--- src/rtl/cvxif_pkg.sv ---
// Shared CV-X-IF result/commit types, plus the commit-buffer entry state and default depth.
package cvxif_pkg;

  localparam int X_ID_WIDTH   = 4;
  localparam int X_DATA_WIDTH = 32;

  typedef struct packed {
    logic [X_ID_WIDTH-1:0]   id;
    logic [X_DATA_WIDTH-1:0] data;
    logic [4:0]              rd;
    logic                    we;
    logic                    exc;
    logic [5:0]              exccode;
  } x_result_t;

  typedef struct packed {
    logic [X_ID_WIDTH-1:0] id;
    logic                  x_commit_kill;
  } x_commit_t;

  typedef enum logic [1:0] {
    ST_EMPTY     = 2'd0,
    ST_PENDING   = 2'd1,
    ST_COMMITTED = 2'd2,
    ST_KILLED    = 2'd3
  } entry_state_e;

  localparam int CVXIF_COMMIT_BUF_DEPTH = 4;

endpackage

--- src/rtl/cvxif_commit_buf.sv ---
// In-order buffer holding coprocessor results until the core commits or kills them.
// Exception forwarding is enabled by defining CVXIF_COMMIT_BUF_EXC_EN.
module cvxif_commit_buf
  import cvxif_pkg::*;
#(
  parameter int DEPTH = CVXIF_COMMIT_BUF_DEPTH
) (
  input  logic                         clk_i,
  input  logic                         rst_ni,
  input  logic                         in_valid_i,
  output logic                         in_ready_o,
  input  x_result_t                    in_result_i,
  input  logic                         x_commit_valid_i,
  input  x_commit_t                    x_commit_i,
  output logic                         x_result_valid_o,
  input  logic                         x_result_ready_i,
  output x_result_t                    x_result_o,
  output logic [$clog2(DEPTH+1)-1:0]   occupancy_o
);

  localparam int PW = $clog2(DEPTH);
  localparam int CW = $clog2(DEPTH+1);
  localparam logic [CW-1:0] DEPTH_C = CW'(DEPTH);

  entry_state_e            r_state [DEPTH];
  logic [X_ID_WIDTH-1:0]   r_id    [DEPTH];
  logic [X_DATA_WIDTH-1:0] r_data  [DEPTH];
  logic [4:0]              r_rd    [DEPTH];
  logic                    r_we    [DEPTH];
`ifdef CVXIF_COMMIT_BUF_EXC_EN
  logic                    r_exc     [DEPTH];
  logic [5:0]              r_exccode [DEPTH];
`endif

  logic [PW-1:0] r_rptr;
  logic [PW-1:0] r_wptr;
  logic [CW-1:0] r_count;

  logic         w_push;
  logic         w_pop;
  logic         w_head_commit;
  logic         w_head_kill;
  entry_state_e w_commit_st;

  assign w_head_commit    = (r_state[r_rptr] == ST_COMMITTED);
  assign w_head_kill      = (r_state[r_rptr] == ST_KILLED);
  assign in_ready_o       = (r_count < DEPTH_C);
  assign w_push           = in_valid_i && in_ready_o;
  // A killed head drains silently; a committed head leaves only on handshake.
  assign w_pop            = w_head_kill || (w_head_commit && x_result_ready_i);
  assign w_commit_st      = x_commit_i.x_commit_kill ? ST_KILLED : ST_COMMITTED;
  assign x_result_valid_o = w_head_commit;
  assign occupancy_o      = r_count;

  always_ff @(posedge clk_i) begin
    if (!rst_ni) begin
      for (int i = 0; i < DEPTH; i++) r_state[i] <= ST_EMPTY;
      r_rptr  <= '0;
      r_wptr  <= '0;
      r_count <= '0;
    end else begin
      for (int i = 0; i < DEPTH; i++) begin
        if (x_commit_valid_i && (r_state[i] == ST_PENDING) && (r_id[i] == x_commit_i.id))
          r_state[i] <= w_commit_st;
      end
      if (w_pop) begin
        r_state[r_rptr] <= ST_EMPTY;
        r_rptr          <= r_rptr + PW'(1);
      end
      // The write slot is always EMPTY when push is allowed, so it never collides with the pop.
      if (w_push) begin
        r_state[r_wptr] <= (x_commit_valid_i && (in_result_i.id == x_commit_i.id)) ?
                           w_commit_st : ST_PENDING;
        r_wptr          <= r_wptr + PW'(1);
      end
      case ({w_push, w_pop})
        2'b10:   r_count <= r_count + CW'(1);
        2'b01:   r_count <= r_count - CW'(1);
        default: r_count <= r_count;
      endcase
    end
  end

  always_ff @(posedge clk_i) begin
    if (w_push) begin
      r_id[r_wptr]      <= in_result_i.id;
      r_data[r_wptr]    <= in_result_i.data;
      r_rd[r_wptr]      <= in_result_i.rd;
      r_we[r_wptr]      <= in_result_i.we;
`ifdef CVXIF_COMMIT_BUF_EXC_EN
      r_exc[r_wptr]     <= in_result_i.exc;
      r_exccode[r_wptr] <= in_result_i.exccode;
`endif
    end
  end

  always_comb begin
    x_result_o = '0;
    if (w_head_commit) begin
      x_result_o.id      = r_id[r_rptr];
      x_result_o.data    = r_data[r_rptr];
      x_result_o.rd      = r_rd[r_rptr];
      x_result_o.we      = r_we[r_rptr];
`ifdef CVXIF_COMMIT_BUF_EXC_EN
      x_result_o.exc     = r_exc[r_rptr];
      x_result_o.exccode = r_exccode[r_rptr];
`endif
    end
  end

`ifndef CVXIF_COMMIT_BUF_EXC_EN
  logic w_unused_exc;
  assign w_unused_exc = ^{in_result_i.exc, in_result_i.exccode};
`endif

`ifndef SYNTHESIS
  logic w_dup;
  always_comb begin
    w_dup = 1'b0;
    for (int i = 0; i < DEPTH; i++)
      if ((r_state[i] != ST_EMPTY) && (r_id[i] == in_result_i.id)) w_dup = 1'b1;
  end

  a_push_unique_id: assert property (@(posedge clk_i) disable iff (!rst_ni) w_push |-> !w_dup);
  a_push_not_full:  assert property (@(posedge clk_i) disable iff (!rst_ni) in_valid_i |-> in_ready_o);
`endif

endmodule

--- config.mk ---
export PLATFORM = sky130hd
export DESIGN_NAME = cvxif_commit_buf
export DESIGN_NICKNAME = d
export VERILOG_FILES = /design/src/rtl/cvxif_pkg.sv /design/src/rtl/cvxif_commit_buf.sv
export SDC_FILE = /design/constraint.sdc
export NUM_CORES = 1
export LEC_CHECK = 0
export ABC_AREA = 1
export CORE_UTILIZATION = 50
export CTS_BUF_LIST = sky130_fd_sc_hd__clkbuf_8
export CTS_CLUSTER_SIZE = 25
export DETAILED_ROUTE_END_ITERATION = 8
export PLACE_DENSITY = 0.74
export REMOVE_ABC_BUFFERS = 1
export SETUP_SLACK_MARGIN = 0.2
export SLEW_MARGIN = 0
export SYNTH_ARGS = -nofsm -noshare
export SYNTH_HDL_FRONTEND = slang
export SYNTH_SLANG_ARGS = --single-unit
--- constraint.sdc ---
create_clock -name clk_i -period 3.7 [get_ports clk_i]
set_input_delay 0.925 -clock clk_i [delete_from_list [all_inputs] [get_ports clk_i]]
set_output_delay 0.925 -clock clk_i [all_outputs]
set_load 0.05 [all_outputs]
==> results.sh, run 1 <==
export IMPL_powerDensity_mw_per_mm2=798
export IMPL_critPathLaunchType="flop"
export IMPL_htree_num_levels=4
export IMPL_top_usage_layer="met2"
export IMPL_routed_via_density=5.36
export IMPL_mostFrequentLayoutCells="edfxtp_1 (176), nor2_1 (170), o21ai_0 (93), nand2_1 (63), clkdlybuf4s50_1 (55)"
export IMPL_use_met1=0.256
export IMPL_diodes=0
export IMPL_drt_first_pass_iters=6
export IMPL_ys_types=31
export IMPL_clock_sinks=185
export IMPL_dp_cells=1011
export IMPL_core_area_mm2=0.0158
export IMPL_ys_seq_area_frac=0.674
export IMPL_ant_nets=0
export IMPL_hold_viol=0
export IMPL_leakage_nw=3.62
export IMPL_die_area_mm2=0.0167
export IMPL_synth_area_leader_cell="edfxtp_1"
export IMPL_drt_iter0_drc=480
export IMPL_synthTopCellsByArea="edfxtp_1 (65%), nor2_1 (8.1%), o21ai_0 (5.7%), a21oi_2 (3.2%), nand2_1 (2.9%)"
export IMPL_yosys_warnings=0
export IMPL_grt_max_degree=47
export IMPL_synth_seq_cells=185
export IMPL_cp_arrival_ns=2.34
export IMPL_grt_pass1_vias=5717
export IMPL_place_port_buffers=98
export IMPL_peakVddDrop_v=0.000509
export IMPL_rows=46
export IMPL_finalWorstSetupSlack_ns=0.434
export IMPL_clock_path_buffers=2
export IMPL_cts_resized_gates=0
export IMPL_rsz0062_at_grt="false"
export IMPL_fin_worst_skew_ns=0.0159
export IMPL_wire_per_inst_um=16.9
export IMPL_grt_total_usage=0.223
export IMPL_maxSlewHeadroom=0.627
export IMPL_routed_wl_um=17600
export IMPL_crit_type="flop to output pin"
export IMPL_clock_root_buffer="clkbuf_8"
export IMPL_initial_core_util=0.512
export IMPL_timing_hold_ws_ns=0.486
export IMPL_crit_path_end_kind="output pin"
export IMPL_overflow=0
export IMPL_clk_pin_slew_ns=0.10
export IMPL_min_path_type="flop to flop"
export IMPL_postCtsHoldBufs=0
export IMPL_post_dp_hpwl_um=10800
export IMPL_cts_setup_buffers=0
export IMPL_area_growth_pct=25.0
export IMPL_drive_gt1_frac=0.166
export IMPL_cp_max_fo=30
export IMPL_max_freq_ghz=0.306
export IMPL_synth_top_area_frac=0.652
export IMPL_grt_pass1_wl_um=27300
export IMPL_setup_viol=0
export IMPL_num_io_pins=113
export IMPL_syn_area_per_cell_um2=11.3
export IMPL_status="finished clean"
export IMPL_final_common_cell="edfxtp_1"
export IMPL_synth_cells=720
export IMPL_cts_tree="done"
export IMPL_drv_cap=0
export IMPL_die_h_um=129
export IMPL_tightest_slew_ns=0.559
export IMPL_grt_use_met3=0.0669
export IMPL_num_vias=5587
export IMPL_gp_congestion=0.825
export IMPL_drc_errors=0
export IMPL_antenna_found_initial=0
export IMPL_netlist_area_mm2=0.00811
export IMPL_use_met2=0.379
export IMPL_insertion_delay_ns=0.46
export IMPL_dp_slack_ns=0.870
export IMPL_crit_required_ns=2.77
export IMPL_fin_crit_sh=0.883
export IMPL_finalNonFillerCells=1043
export IMPL_finalCriticalPeriod_ns=3.27
export IMPL_slew_viol_final=0
export IMPL_die_w_um=129
export IMPL_num_nets_final=883
export IMPL_cts_buffers=17
-- synth_stat cells (all sizes together) --
cell    count
a21oi      59
a31oi       1
buf        26
clkbuf     18
conb        1
dfxtp       9
edfxtp    176
fa          1
ha          9
inv        45
nand2      69
nand3      16
nand3b      4
nand4       9
nor2      175
o211ai      1
o21ai      95
xnor2       5
xor2        1
-- through the flow --
| stage | TNS [ns] | power, mW | utilization | instance area, µm² |
|---|---|---|---|---|
| after global routing | 0 | 8.44 | 0.640 | 10100 |
| after floorplan | -51.21 | 5.00 | - | 7880 |
| after CTS | 0 | 8.12 | 0.640 | 10100 |
| final | 0 | 8.08 | 0.640 | 10100 |
| after detailed placement | 0 | 6.84 | 0.616 | 9740 |
| after global placement | 0 | 6.74 | 0.616 | 9740 |
-- cells by family (layout without fill, tap and decap cells) --
| family | count (synthesis) | in the layout | share of synthesized area |
|---|---|---|---|
| simple gates | 273 | 273 | 0.139 |
| flops | 185 | 185 | 0.674 |
| compound gates | 156 | 156 | 0.111 |
| buf+inv | 89 | 190 | 0.0519 |
| fa+ha+maj | 10 | 10 | 0.0164 |
| xor+xnor | 6 | 6 | 0.00648 |
| other cells | 1 | 7 | 0.000463 |
-- power by group --
part | switching, mW | total (mW) | leakage (nW) | internal (mW)
Combinational | 2.58 | 4.08 | 1.73 | 1.50
Clock | 0.697 | 1.30 | 0.189 | 0.599
Sequential | 0.0993 | 2.70 | 1.70 | 2.61
Total | 3.38 | 8.08 | 3.62 | 4.71
-- layout make-up --
cell class              instances  area (µm²)
repair buffers                113        1560
multi-input cells             452        2270
flip-flops and latches        185        5470
inverters                      45         169
well taps                     216         270
clock inverters                15         151
clock buffers                  17         234
fillers                      1150        5700
-- sequential cells by signal (all words and copies together) (netlist names), named ones only --
signal and count:
r_id 16, r_rptr 2, r_wptr 2, r_state 8, r_data 128, r_rd 20
occupancy_o 3, r_we 4
-- metal layers --
metal	wire, µm	part of all wire
met5	0	0
met4	352	0.020
met3	1360	0.077
met2	8890	0.50
met1	7040	0.40
-- path summary, 6_finish.rpt --
| path | to | start | cells past startpoint | slack, ns |
|---|---|---|---|---|
| worst min-delay path | occupancy_o[0] | occupancy_o[0] | 1 | 0.49 |
| worst max-delay path | x_result_valid_o | flop | 8 | 0.43 |
| worst max register to register | occupancy_o[2] | flop | 14 | 1.58 |
| worst min register to register | occupancy_o[0] | occupancy_o[0] | 1 | 0.49 |
-- worst max-delay path: stages, from the launching register on --
cell,delay (ns)
dfxtp_4,0.38
inv_2,0.10
nand2_1,0.08
nand3_1,0.09
nand2_2,0.10
nand2_4,0.42
buf_4,0.38
inv_1,0.13
buf_12,0.17
Power figures use the tool's default switching activity.
==> run 2: changes to the inputs <==
TNS_END_PERCENT = 1   (was not set)
==> results of run 2 <==
No change in the layout: final DEF, timing and power equal those of run 1.
==> run 3: changes to the inputs <==
SLEW_MARGIN = 20   (was 0)
==> results of run 3 <==
No change in the layout: final DEF, timing and power equal those of run 1.
